<file path="config.mk">
export PLATFORM = sky130hd
export DESIGN_NAME = rpn_stack_engine
export DESIGN_NICKNAME = d
export VERILOG_FILES = /design/src/rtl/rpn_pkg.sv /design/src/rtl/rpn_stack_ram.sv /design/src/rtl/rpn_stack_engine.sv
export SDC_FILE = /design/constraint.sdc
export NUM_CORES = 1
export LEC_CHECK = 0
export BUFFER_PORTS_ARGS = -buffer_cell sky130_fd_sc_hd__buf_2
export CELL_PAD_IN_SITES_DETAIL_PLACEMENT = 0
export CELL_PAD_IN_SITES_GLOBAL_PLACEMENT = 1
export CORE_MARGIN = 1.5
export CORE_UTILIZATION = 46
export CTS_CLUSTER_DIAMETER = 60
export DETAILED_ROUTE_END_ITERATION = 8
export GPL_TIMING_DRIVEN = 0
export PLACE_DENSITY_LB_ADDON = 0.1
export SLEW_MARGIN = 20
export SYNTH_ARGS = -nofsm -noshare
export SYNTH_HDL_FRONTEND = slang
export SYNTH_SLANG_ARGS = --single-unit
</file>
<file path="constraint.sdc">
create_clock -name CLOCK_50 -period 4.1 [get_ports CLOCK_50]
set_clock_uncertainty 0.05 [all_clocks]
set_input_delay 0.82 -clock CLOCK_50 [delete_from_list [all_inputs] [get_ports CLOCK_50]]
set_output_delay 0.82 -clock CLOCK_50 [all_outputs]
set_load 0.01 [all_outputs]
</file>
<file path="src/rtl/rpn_pkg.sv">
// Shared opcode, FSM-state and operand-need definitions for the RPN stack engine.
// Pure declarations: no latency, no backpressure.
package rpn_pkg;

    localparam logic [2:0] OP_PUSH  = 3'd0;
    localparam logic [2:0] OP_POP   = 3'd1;
    localparam logic [2:0] OP_ADD   = 3'd2;
    localparam logic [2:0] OP_SUB   = 3'd3;
    localparam logic [2:0] OP_MUL   = 3'd4;
    localparam logic [2:0] OP_DUP   = 3'd5;
    localparam logic [2:0] OP_SWAP  = 3'd6;
    localparam logic [2:0] OP_CLEAR = 3'd7;

    localparam logic [2:0] S_IDLE = 3'd0;
    localparam logic [2:0] S_RD1  = 3'd1;
    localparam logic [2:0] S_RD2  = 3'd2;
    localparam logic [2:0] S_EXEC = 3'd3;
    localparam logic [2:0] S_WB   = 3'd4;

    function automatic logic [1:0] op_need(input logic [2:0] op);
        case (op)
            OP_POP, OP_DUP:                  op_need = 2'd1;
            OP_ADD, OP_SUB, OP_MUL, OP_SWAP: op_need = 2'd2;
            default:                         op_need = 2'd0;
        endcase
    endfunction

    function automatic logic op_slot(input logic [2:0] op);
        op_slot = (op == OP_PUSH) || (op == OP_DUP);
    endfunction

endpackage

</file>
<file path="src/rtl/rpn_stack_ram.sv">
// Operand stack storage: one write port, one synchronous read port.
// Read latency 1 cycle; no backpressure (always accepts).
module rpn_stack_ram #(
    parameter int WIDTH   = 8,
    parameter int DEPTH_W = 4
) (
    input  logic               CLOCK_50,
    input  logic               we,
    input  logic [DEPTH_W-1:0] waddr,
    input  logic [WIDTH-1:0]   wdata,
    input  logic [DEPTH_W-1:0] raddr,
    output logic [WIDTH-1:0]   rdata
);

    logic [WIDTH-1:0] mem [2**DEPTH_W];

    always_ff @(posedge CLOCK_50) begin
        if (we)
            mem[waddr] <= wdata;
        rdata <= mem[raddr];
    end

endmodule

</file>
<file path="src/rtl/rpn_stack_engine.sv">
// RPN operand-stack engine: FSM, stack pointer, ALU; RPN_SATURATE_EN selects clamping arithmetic.
// Accept->done: PUSH/CLEAR 2, POP/DUP 3, binary/SWAP 5, error 1 cycle; cmd_ready only in S_IDLE.
module rpn_stack_engine
    import rpn_pkg::*;
#(
    parameter int WIDTH   = 8,
    parameter int DEPTH_W = 4
) (
    input  logic               CLOCK_50,
    input  logic               RESET,
    input  logic               cmd_valid,
    output logic               cmd_ready,
    input  logic [2:0]         cmd_op,
    input  logic [WIDTH-1:0]   cmd_data,
    output logic               done,
    output logic [WIDTH-1:0]   top,
    output logic [DEPTH_W:0]   depth,
    output logic               empty,
    output logic               full,
    output logic               err
);

    localparam logic [DEPTH_W:0] CAP = {1'b1, {DEPTH_W{1'b0}}};

    logic [2:0]         state;
    logic [2:0]         op_q;
    logic [WIDTH-1:0]   dat_q, a_q, b_q, alu_res, rd_data, wdata;
    logic               swap_2nd, we;
    logic [DEPTH_W-1:0] ptr0, ptr1, ptr2, raddr, waddr;

    assign ptr0      = depth[DEPTH_W-1:0];
    assign ptr1      = ptr0 - DEPTH_W'(1);
    assign ptr2      = ptr0 - DEPTH_W'(2);
    assign cmd_ready = (state == S_IDLE);
    assign empty     = (depth == '0);
    assign full      = (depth == CAP);

    rpn_stack_ram #(.WIDTH(WIDTH), .DEPTH_W(DEPTH_W)) u_ram (
        .CLOCK_50 (CLOCK_50),
        .we       (we),
        .waddr    (waddr),
        .wdata    (wdata),
        .raddr    (raddr),
        .rdata    (rd_data)
    );

`ifdef RPN_SATURATE_EN
    logic [WIDTH:0]     sum_w;
    logic [2*WIDTH-1:0] prod_w;
    always_comb begin
        sum_w  = {1'b0, a_q} + {1'b0, b_q};
        prod_w = {{WIDTH{1'b0}}, a_q} * {{WIDTH{1'b0}}, b_q};
        case (op_q)
            OP_SUB:  alu_res = (a_q < b_q) ? '0 : a_q - b_q;
            OP_MUL:  alu_res = (|prod_w[2*WIDTH-1:WIDTH]) ? '1 : prod_w[WIDTH-1:0];
            default: alu_res = sum_w[WIDTH] ? '1 : sum_w[WIDTH-1:0];
        endcase
    end
`else
    always_comb begin
        case (op_q)
            OP_SUB:  alu_res = a_q - b_q;
            OP_MUL:  alu_res = a_q * b_q;
            default: alu_res = a_q + b_q;
        endcase
    end
`endif

    // POP reads the entry below the top so the new top is ready when depth drops.
    always_comb begin
        raddr = ptr1;
        if (state == S_RD1 && op_q == OP_POP)
            raddr = ptr2;
        else if (state == S_RD2 || state == S_EXEC || state == S_WB)
            raddr = ptr2;
    end

    always_comb begin
        we    = 1'b0;
        waddr = ptr0;
        wdata = dat_q;
        if (state == S_WB) begin
            case (op_q)
                OP_PUSH: we = 1'b1;
                OP_DUP: begin
                    we    = 1'b1;
                    wdata = rd_data;
                end
                OP_ADD, OP_SUB, OP_MUL: begin
                    we    = 1'b1;
                    waddr = ptr2;
                    wdata = alu_res;
                end
                OP_SWAP: begin
                    we    = 1'b1;
                    waddr = swap_2nd ? ptr2 : ptr1;
                    wdata = swap_2nd ? b_q : rd_data;
                end
                default: we = 1'b0;
            endcase
        end
    end

    always_ff @(posedge CLOCK_50) begin
        if (RESET) begin
            state    <= S_IDLE;
            depth    <= '0;
            top      <= '0;
            done     <= 1'b0;
            err      <= 1'b0;
            op_q     <= OP_PUSH;
            dat_q    <= '0;
            a_q      <= '0;
            b_q      <= '0;
            swap_2nd <= 1'b0;
        end else begin
            done <= 1'b0;
            case (state)
                S_IDLE: if (cmd_valid) begin
                    op_q  <= cmd_op;
                    dat_q <= cmd_data;
                    if ((depth < (DEPTH_W+1)'(op_need(cmd_op))) || (full && op_slot(cmd_op))) begin
                        err  <= 1'b1;
                        done <= 1'b1;
                    end else if (op_need(cmd_op) == 2'd0)
                        state <= S_WB;
                    else
                        state <= S_RD1;
                end
                S_RD1: state <= (op_need(op_q) == 2'd2) ? S_RD2 : S_WB;
                S_RD2: begin
                    b_q   <= rd_data;
                    state <= (op_q == OP_SWAP) ? S_WB : S_EXEC;
                end
                S_EXEC: begin
                    a_q   <= rd_data;
                    state <= S_WB;
                end
                S_WB: begin
                    case (op_q)
                        OP_PUSH: begin
                            depth <= depth + 1'b1;
                            top   <= dat_q;
                        end
                        OP_POP: begin
                            depth <= depth - 1'b1;
                            top   <= (depth == (DEPTH_W+1)'(1)) ? '0 : rd_data;
                        end
                        OP_DUP: begin
                            depth <= depth + 1'b1;
                            top   <= rd_data;
                        end
                        OP_CLEAR: begin
                            depth <= '0;
                            err   <= 1'b0;
                            top   <= '0;
                        end
                        OP_SWAP: if (!swap_2nd) top <= rd_data;
                        default: begin
                            depth <= depth - 1'b1;
                            top   <= alu_res;
                        end
                    endcase
                    if (op_q == OP_SWAP && !swap_2nd)
                        swap_2nd <= 1'b1;
                    else begin
                        swap_2nd <= 1'b0;
                        done     <= 1'b1;
                        state    <= S_IDLE;
                    end
                end
                default: state <= S_IDLE;
            endcase
        end
    end

endmodule

</file>
---- Word level (Yosys, flattened, before mapping) ----
Memory sizes are Yosys's and may differ from the RTL's. A register that Yosys moved wholly into a read port is not among the register bits.
Cells that the tools add are included.
word-level totals
  register bits after elaboration ......... 46
  output and inout port bits .............. 18
  bits in writable memories ............... 128
  input port bits ......................... 14
  memories kept ........................... 1
operators by class
  $add $sub $neg .......................... 6
  multipliers ............................. 1
  bitwise logic cells ..................... 1
  reduce and logical (&&, ||, !) cells .... 26
  multiplexer cells ....................... 44
  $lt $le $gt $ge ......................... 1
  eq/ne operators ......................... 26
memory list
  name       words  width  rd ports  clocked after memory_dff  wr ports  line                 RTL
  u_ram.mem  16     8      1         1                         1         rpn_stack_ram.sv:15  logic [WIDTH-1:0] mem [2**DEPTH_W];
operators with widths
  cell                                                             count
  8-bit case mux with 5 select lines                               1
  8-bit 2-to-1 mux                                                 4
  3-bit == test, second input constant                             8
  8-bit case mux with 3 select lines                               1
  3-bit by 2-bit == test with 1-bit output, second input constant  6
  2-bit 2-to-1 mux                                                 9
  3-bit 2-to-1 mux                                                 6
  4-bit 2-to-1 mux                                                 4
  8-bit case mux with 2 select lines                               1
  3-bit case mux with 5 select lines                               1
  5-bit case mux with 3 select lines                               1
  1-bit 2-to-1 mux                                                 11
  3-bit by 1-bit == test with 1-bit output, second input constant  3
  3-bit logical NOT                                                3
  8-bit adder                                                      1
  8-bit by 8-bit multiplier with 8-bit output                      1
  2-bit != test, second input constant                             4
  2-bit case mux with 2 select lines                               2
  4-bit case mux with 2 select lines                               1
  4-bit OR reduction                                               2
  8-bit subtractor                                                 1
  2-bit AND reduction                                              3
  2-bit OR reduction                                               3
  6-bit OR reduction                                               1
  20 further kinds                                                 27

---- Depth between registers and ports, before layout ----
Gate-level depths: netlist of run 1.
  depth in word-level cells ............... 17
  gate-level depth with buffers ........... 18
  mapped depth without buffers ............ 17

---- By module ----
From an unflattened synthesis of run 1, not the netlist that was laid out.
second synthesis, totals
  cell total of the unflattened synthesis .. 742
  area, all modules ....................... 9096.2 µm²
by module, submodules not included
  module            area an instance (µm²)  times used  cells an instance
  rpn_stack_ram     5147.4                  1           229
  rpn_stack_engine  3948.8                  1           513

---- Least setup slack after synthesis of run 1 ----
No wires, ideal clock.
  path kind ............................... flip-flop to flip-flop
  start ................................... register b_q[4]
  end ..................................... memory u_ram.mem[0][7] (data pin)
  stages on the path, launching flop included .. 16
  setup slack ............................. -0.440 ns
  buffers on the path ..................... 1
  data arrival time ....................... 4.186 ns
  path through ............................ dfxtp_1 -> clkbuf_1 -> nand2_1 -> fa_1 -> fa_1 -> inv_1 -> fa_1 -> inv_1 -> fa_1 -> inv_1 -> ha_1 -> a21oi_1 -> xnor2_1 -> xnor2_1 -> nand2_1 -> a41oi_1
between the ends
  word-level cells in the longest chain between the ends .. 4
RTL lines
  item                                                                       line                     RTL
  start: declaration                                                         rpn_stack_engine.sv:27   logic [WIDTH-1:0] dat_q, a_q, b_q, alu_res, rd_data, wdata;
  start signal: assignment                                                   rpn_stack_engine.sv:132  b_q <= rd_data;
  8-bit by 8-bit multiplier with 8-bit output, or another cell as far along  rpn_stack_engine.sv:63   OP_MUL: alu_res = a_q * b_q;
  8-bit case mux with 2 select lines *                                       rpn_stack_engine.sv:61   case (op_q)
  8-bit case mux with 3 select lines *                                       rpn_stack_engine.sv:83   case (op_q)
  8-bit 2-to-1 mux *                                                         rpn_stack_engine.sv:82   if (state == S_WB) begin
  net u_ram.wdata[7]                                                         rpn_stack_ram.sv:10      input logic [WIDTH-1:0] wdata,
  end: declaration                                                           rpn_stack_ram.sv:15
The timed path passes the listed nets; every way through them passes the cells marked *.

---- Final worst setup path of run 1 ----
  start ................................... register depth[1]
  end ..................................... memory u_ram.mem[0][6] (enable)
between the ends
  word-level cells in the longest chain between the ends .. 4
RTL lines
  item                                                                                                        line                                            RTL
  start: declaration                                                                                          rpn_stack_engine.sv:17                          output logic [DEPTH_W:0] depth,
  start signal: assignment                                                                                    rpn_stack_engine.sv:142                         depth <= depth + 1'b1;
  start signal: assignment                                                                                    rpn_stack_engine.sv:146                         depth <= depth - 1'b1;
  start signal: assignment                                                                                    rpn_stack_engine.sv:150                         depth <= depth + 1'b1;
  4-bit by 1-bit subtractor with 4-bit output or 4-bit by 2-bit subtractor with 4-bit output (tied branches)  rpn_stack_engine.sv:32, rpn_stack_engine.sv:33
  4-bit 2-to-1 mux                                                                                            rpn_stack_engine.sv:96                          waddr = swap_2nd ? ptr2 : ptr1;
  4-bit case mux with 2 select lines                                                                          rpn_stack_engine.sv:83
  4-bit 2-to-1 mux *                                                                                          rpn_stack_engine.sv:82
Every way passes the cells marked *; elsewhere a longest branch is shown, timed or not.

==> results.sh, run 1 <==
export IMPL_clock_sinks=182
export IMPL_routedWlPerCell_um=22.0
export IMPL_grtUsageTotal_pct=24.8
export IMPL_place_ws_ns=-0.688
export IMPL_ys_seq_elements=182
export IMPL_synth_ff_type="edfxtp_1"
export IMPL_fmax_mhz=250
export IMPL_synth_enable_flop_cells=128
export IMPL_clk_latency_ns=0.45
export IMPL_path_buf_inv=5
export IMPL_critPathKind="flip-flop to flip-flop"
export IMPL_cp_slowest_stage_delay_ns=0.58
export IMPL_yosys_top_cells_area="edfxtp_1, mux2i_1, dfxtp_1"
export IMPL_power_density_mw_per_mm2=507
export IMPL_firstDrtPassIters=5
export IMPL_row_count=55
export IMPL_crit_path_top_delay_cell="or3b_1"
export IMPL_yosys_warnings=0
export IMPL_crit_chain="buf_2, clkinv_1, clkbuf_1, ha_1, buf_2, buf_6, o221ai_1, or3b_1, nor2_2"
export IMPL_syn_inst=959
export IMPL_required_ns=4.14
export IMPL_timing_slew_headroom_pct=23.4
export IMPL_worstPathMaxFanout=13
export IMPL_cap_violations=0
export IMPL_grt_pass1_vias=7433
export IMPL_synth_avg_cell_area_um2=11.1
export IMPL_synth_cell_types=67
export IMPL_cts_buffer_depth=2
export IMPL_status="finished, final reports clean"
export IMPL_hold_viol_final=0
export IMPL_grt_pass1_wl_um=44200
export IMPL_vias_per_cell=5.81
export IMPL_synth_top_area_share_pct=36.1
export IMPL_multiInputGateArea_mm2=0.00547
export IMPL_worst_pin_slew_ns=1.14
export IMPL_drive_gt1_share_pct=20.1
export IMPL_syn_to_final_growth_pct=14.6
export IMPL_rsz0062_at_grt="yes"
export IMPL_ant_nets=0
export IMPL_syn_nets=1018
export IMPL_min_to="swap_2nd"
export IMPL_reg2regPathDepth=9
export IMPL_die_h_um=155
export IMPL_globalRouteOverflowTotal=0
export IMPL_p_leak_uw=0.00428
export IMPL_path_common_cell="buf_2"
export IMPL_die_area_mm2=0.0241
export IMPL_grt_antenna_before_repair=0
export IMPL_io_pins=32
export IMPL_worst_slack_ns=0.0960
export IMPL_cts_hold_buf=0
export IMPL_synth_area_mm2=0.0107
export IMPL_dp_hpwl_um=21200
export IMPL_rr_startpoint="depth[1]"
export IMPL_min_path_type="flip-flop to flip-flop"
export IMPL_drc=0
export IMPL_period_share_pct=97.7
export IMPL_core_mm2=0.0227
export IMPL_final_nets=1080
export IMPL_grt_max_degree=20
export IMPL_post_dp_cell_area_mm2=0.0113
export IMPL_hold_path_startpoint="swap_2nd"
export IMPL_ys_seq_area_share_pct=46.2
export IMPL_cts_tree="done"
export IMPL_cts_max_level=4
export IMPL_period_minus_slack_ns=4.00
export IMPL_hold_path_depth=2
export IMPL_floorplan_initialDensity_pct=46.9
export IMPL_synth_top_area_cell="edfxtp_1"
export IMPL_wirelength_um=29000
export IMPL_hold_ws_ns=0.406
export IMPL_endpoint_kind="flip-flop"
export IMPL_n_antenna_cell=0
export IMPL_postSynth_asyncResetShare_pct=0
export IMPL_critPathTopFamily="buffers and inverters"
export IMPL_worstReg2RegEnd="u_ram.mem[0][6]"
export IMPL_setup_viol=0
export IMPL_rrSetupSlack_ns=0.1
export IMPL_fill_cells=2015
export IMPL_ir_drop_mv=0.276
export IMPL_arrival_ns=4.04
export IMPL_globalplace_congestion=0.917
export IMPL_dieWidth_um=155
export IMPL_drtIter0Drc=524
export IMPL_vias=7667
export IMPL_setup_tns_ns=0
export IMPL_cts_buffers=17
export IMPL_worst_setup_path_start_kind="flip-flop"
export IMPL_clk_pin_slew_ns=0.07
export IMPL_drv_slew=0
export IMPL_numPortBuffers=30
export IMPL_cts_root_buf="clkbuf_16"
export IMPL_regArea_mm2=0.00494
export IMPL_fin_area_mm2=0.0122
worst reg2reg max path, stage by stage (launching register included):
cell and delay (ns):
dfxtp_1 0.54, buf_2 0.32, clkinv_1 0.38, clkbuf_1 0.42
ha_1 0.39, buf_2 0.13, buf_6 0.18, o221ai_1 0.20
or3b_1 0.58, nor2_2 0.47
per-layer routing:
layer  up-vias  GRT usage [%]  share of wire [%]
met5         -              0                  0
li1       3657              -                  -
met1      3771           34.5                 46
met2       203           40.1                 47
met3        36           3.73                4.7
met4         0           7.44                2.1
Yosys cell counts, types with 3 or more instances:
library cell	number
edfxtp_1	128
nand2b_1	5
mux4_2	16
clkbuf_1	30
o21ai_1	6
a21oi_1	55
nor2_1	76
o22a_1	8
or3_1	4
fa_1	13
nor3_1	9
and2_1	31
xnor2_1	22
buf_2	19
o21a_1	5
a22o_1	3
o21bai_1	7
inv_1	38
a22oi_1	8
a211oi_1	60
a311oi_1	3
o21ai_0	16
a31oi_1	3
a221oi_1	10
nor2b_1	24
nand3_1	6
o211ai_2	8
a211oi_2	8
mux2i_1	111
dfxtp_1	54
buf_6	7
nand2_1	69
ha_1	32
o22ai_1	4
xor2_1	9
and3_1	3
buf_4	4
nand3b_1	3
a21o_1	7
final cells by class:
class | count | share of cell area [%]
multi-input cells | 675 | 44.8
flip-flops and latches | 182 | 40.5
clock buffers | 17 | 3.48
plain buffers | 62 | 2.96
well taps | 285 | 2.92
repair buffers | 44 | 2.67
clock inverters | 15 | 1.49
inverters | 39 | 1.20
cells by family after synthesis:
family                   synth area share [%]
AO/OA/AOI/OAI                            15.3
XOR/XNOR                                 2.55
adder cells (fa/ha/maj)                  6.20
buffers and inverters                    4.46
flip-flops                               46.2
multiplexers                             14.1
AND/OR/NAND/NOR                          11.2
power breakdown:
| group | internal (µW) | total, µW | switching, µW |
|---|---|---|---|
| registers | 2120 | 2240 | 128 |
| clock network | 879 | 1690 | 812 |
| logic | 921 | 2260 | 1340 |
registers in the layout, indices dropped and copies added, names as in the netlist:
signal	count
a_q	8
b_q	8
dat_q	8
depth	5
done	1
err	1
op_q	3
state	3
swap_2nd	1
top	8
u_ram.mem	128
u_ram.rdata	8
cell usage in the layout (no fill, tap or decap), types with 8 or more instances in the layout:
cell type,count
a22oi_1,8
o211ai_2,8
buf_2,49
o21ai_0,15
a211oi_1,60
dfxtp_1,48
nor2b_1,23
mux2i_1,111
and2_1,31
buf_6,14
mux4_2,16
xnor2_1,20
nor2_2,13
clkbuf_16,17
o22a_1,8
nor2_1,60
edfxtp_1,128
a221oi_1,10
fa_1,9
xor2_1,8
a211oi_2,8
ha_1,29
a21oi_1,49
nor3_1,9
clkbuf_1,21
nand2_1,67
inv_1,35
buf_4,8
through the flow:
step	instances	util, %	total power [µW]
detailed placement	1279	49.6	4460
global placement	1274	49.3	4440
finish	1319	53.8	6190
floorplan	959	-	3800
CTS	1319	53.4	6200
global route	1319	53.8	6450
what timing repair did:
item | 4_1_cts | 5_1_grt
setup buffers | 8 | 0
endpoints found under the setup margin | 146 | 171
cloned | 1 | 0
resized for setup | 44 | 23
pin swaps | 11 | 5
worst max path at each step:
stage / from / to / slack (ns) / depth (start not counted)
3_3_place_gp: b_q[3] / u_ram.mem[9][5] / -0.99 / 13
3_5_place_dp: b_q[4] / u_ram.mem[12][6] / -0.69 / 14
5_1_grt: depth[1] / u_ram.mem[10][0] / -0.15 / 10
2_1_floorplan: b_q[4] / u_ram.mem[0][7] / 0.08 / 15
4_1_cts: depth[1] / u_ram.mem[3][0] / -0.17 / 9
6_report: depth[1] / u_ram.mem[0][6] / 0.1 / 9
No activity file was read; power rests on OpenSTA's default activity.
==> run 2: changes to the inputs <==
--- a/config.mk
+++ b/config.mk
@@ -9,10 +9,9 @@
 export CELL_PAD_IN_SITES_DETAIL_PLACEMENT = 0
 export CELL_PAD_IN_SITES_GLOBAL_PLACEMENT = 1
 export CORE_MARGIN = 1.5
-export CORE_UTILIZATION = 46
+export CORE_UTILIZATION = 50
 export CTS_CLUSTER_DIAMETER = 60
 export DETAILED_ROUTE_END_ITERATION = 8
-export GPL_TIMING_DRIVEN = 0
 export PLACE_DENSITY_LB_ADDON = 0.1
 export SLEW_MARGIN = 20
 export SYNTH_ARGS = -nofsm -noshare
==> constraint.sdc (replaced) <==
create_clock -name CLOCK_50 -period 4 [get_ports CLOCK_50]
set_clock_uncertainty 0.05 [all_clocks]
set_input_delay 0.8 -clock CLOCK_50 [delete_from_list [all_inputs] [get_ports CLOCK_50]]
set_output_delay 0.8 -clock CLOCK_50 [all_outputs]
set_load 0.01 [all_outputs]
==> results.sh, run 2 (same netlist as run 1, synthesis figures left out) <==
export IMPL_endpoint_kind="flip-flop"
export IMPL_status="finished, final reports clean"
export IMPL_fmax_mhz=254
export IMPL_setup_tns_ns=0
export IMPL_cts_buffers=17
export IMPL_firstDrtPassIters=5
export IMPL_worstReg2RegEnd="u_ram.mem[10][6]"
export IMPL_cts_tree="done"
export IMPL_clock_sinks=182
export IMPL_timing_slew_headroom_pct=31.6
export IMPL_rrSetupSlack_ns=0.07
export IMPL_ir_drop_mv=0.308
export IMPL_cts_buffer_depth=2
export IMPL_vias_per_cell=5.91
export IMPL_grtUsageTotal_pct=25.1
export IMPL_numPortBuffers=31
export IMPL_drc=0
export IMPL_routedWlPerCell_um=20.7
export IMPL_rr_startpoint="a_q[1]"
export IMPL_wirelength_um=26900
export IMPL_power_density_mw_per_mm2=498
export IMPL_ant_nets=0
export IMPL_clk_pin_slew_ns=0.07
export IMPL_syn_to_final_growth_pct=13.9
export IMPL_period_share_pct=98.3
export IMPL_worst_setup_path_start_kind="flip-flop"
export IMPL_hold_path_startpoint="swap_2nd"
export IMPL_worst_pin_slew_ns=1.03
export IMPL_critPathKind="flip-flop to flip-flop"
export IMPL_cts_root_buf="clkbuf_16"
export IMPL_period_minus_slack_ns=3.93
export IMPL_fill_cells=1795
export IMPL_die_area_mm2=0.0222
export IMPL_min_path_type="flip-flop to flip-flop"
export IMPL_globalplace_congestion=0.892
export IMPL_arrival_ns=4.17
export IMPL_floorplan_initialDensity_pct=50.8
export IMPL_path_buf_inv=6
export IMPL_cap_violations=0
export IMPL_dieWidth_um=149
export IMPL_grt_antenna_before_repair=0
export IMPL_vias=7675
export IMPL_worstPathMaxFanout=8
export IMPL_regArea_mm2=0.00495
export IMPL_setup_viol=0
export IMPL_final_nets=1070
export IMPL_core_mm2=0.0210
export IMPL_crit_chain="buf_6, buf_4, and2_1, ha_1, ha_4, fa_1, inv_1, fa_2, inv_2, ha_4, buf_4, xnor2_2, nand2_1, and3_4, a21oi_4, clkbuf_16"
export IMPL_cp_slowest_stage_delay_ns=0.53
export IMPL_clk_latency_ns=0.43
export IMPL_endpoint="u_ram.mem[10][6]"
export IMPL_drv_slew=0
export IMPL_final_cell_mix="edfxtp_1, mux2i_1, nor2_1"
export IMPL_p_leak_uw=0.00433
export IMPL_place_ws_ns=-0.229
export IMPL_grt_pass1_wl_um=42300
export IMPL_drive_gt1_share_pct=20.7
export IMPL_crit_path_top_delay_cell="fa_1"
export IMPL_multiInputGateArea_mm2=0.00542
export IMPL_drtIter0Drc=458
export IMPL_row_count=53
export IMPL_cts_max_level=4
export IMPL_io_pins=32
export IMPL_reg2regPathDepth=16
export IMPL_required_ns=4.24
export IMPL_crit_cells=16
export IMPL_globalRouteOverflowTotal=0
export IMPL_final_common_cell="edfxtp_1"
export IMPL_grt_max_degree=82
export IMPL_critPathTopFamily="adder cells"
export IMPL_dp_hpwl_um=18800
export IMPL_hold_viol_final=0
export IMPL_largest_reg_flops=128
export IMPL_grt_pass1_vias=7806
export IMPL_die_h_um=149
export IMPL_worst_slack_ns=0.0699
export IMPL_n_antenna_cell=0
export IMPL_startpoint="a_q[1]"
export IMPL_top_register="u_ram.mem"
-- run 2: cell type report --
type,instances,area share [%]
multi-input combinational,675,44.7
tap,275,2.84
timing repair buffer,96,5.70
clock buffer,17,3.51
clock inverter,14,1.30
sequential,182,40.8
inverter,39,1.21
-- run 2: routing by layer --
| layer | up-vias | part of all wire [%] | track usage, % |
|---|---|---|---|
| met2 | 167 | 51 | 44.3 |
| met4 | 0 | 1.7 | 8.61 |
| met1 | 3814 | 43 | 31.4 |
| met3 | 40 | 3.4 | 3.39 |
| li1 | 3654 | - | - |
| met5 | - | 0 | 0 |
-- run 2: worst min-delay path: stages, from the launching register on --
cell	delay (ns)
dfxtp_1	0.32
nand2_1	0.05
a21oi_1	0.05
-- run 2: per-stage QoR --
step                hold slack, ns  cell area (µm²)  util (%)  power [µW]  std cells
global placement             0.396            11300      54.0        4320       1260
detailed placement           0.412            11300      54.0        4360       1260
floorplan                    0.386            10700         -        3890        959
finish                       0.421            12100      57.9        6040       1298
CTS                          0.422            12000      57.3        6050       1295
global route                 0.470            12100      57.9        6330       1298
-- run 2: how the worst min path moves through the flow --
stage	endpoint	slack [ns]	cells past startpoint
2_1_floorplan	swap_2nd	0.39	2
3_3_place_gp	swap_2nd	0.40	2
3_5_place_dp	swap_2nd	0.41	2
4_1_cts	swap_2nd	0.42	2
5_1_grt	dat_q[1]	0.47	2
6_report	swap_2nd	0.42	2
-- run 2: repair_timing --
| item | 4_1_cts | 5_1_grt |
|---|---|---|
| buffers inserted | 3 | 4 |
| endpoints found under the setup margin | 48 | 32 |
| pin swaps | 12 | 22 |
| cloned | 1 | 1 |
| hold buffers | 0 | 0 |
| hold endpoints to repair | 0 | 0 |
| gates resized for setup | 19 | 25 |
-- run 2: power breakdown --
group / switching (µW) / internal, µW
sequential: 149 / 2170
clock: 778 / 886
combinational: 1190 / 867
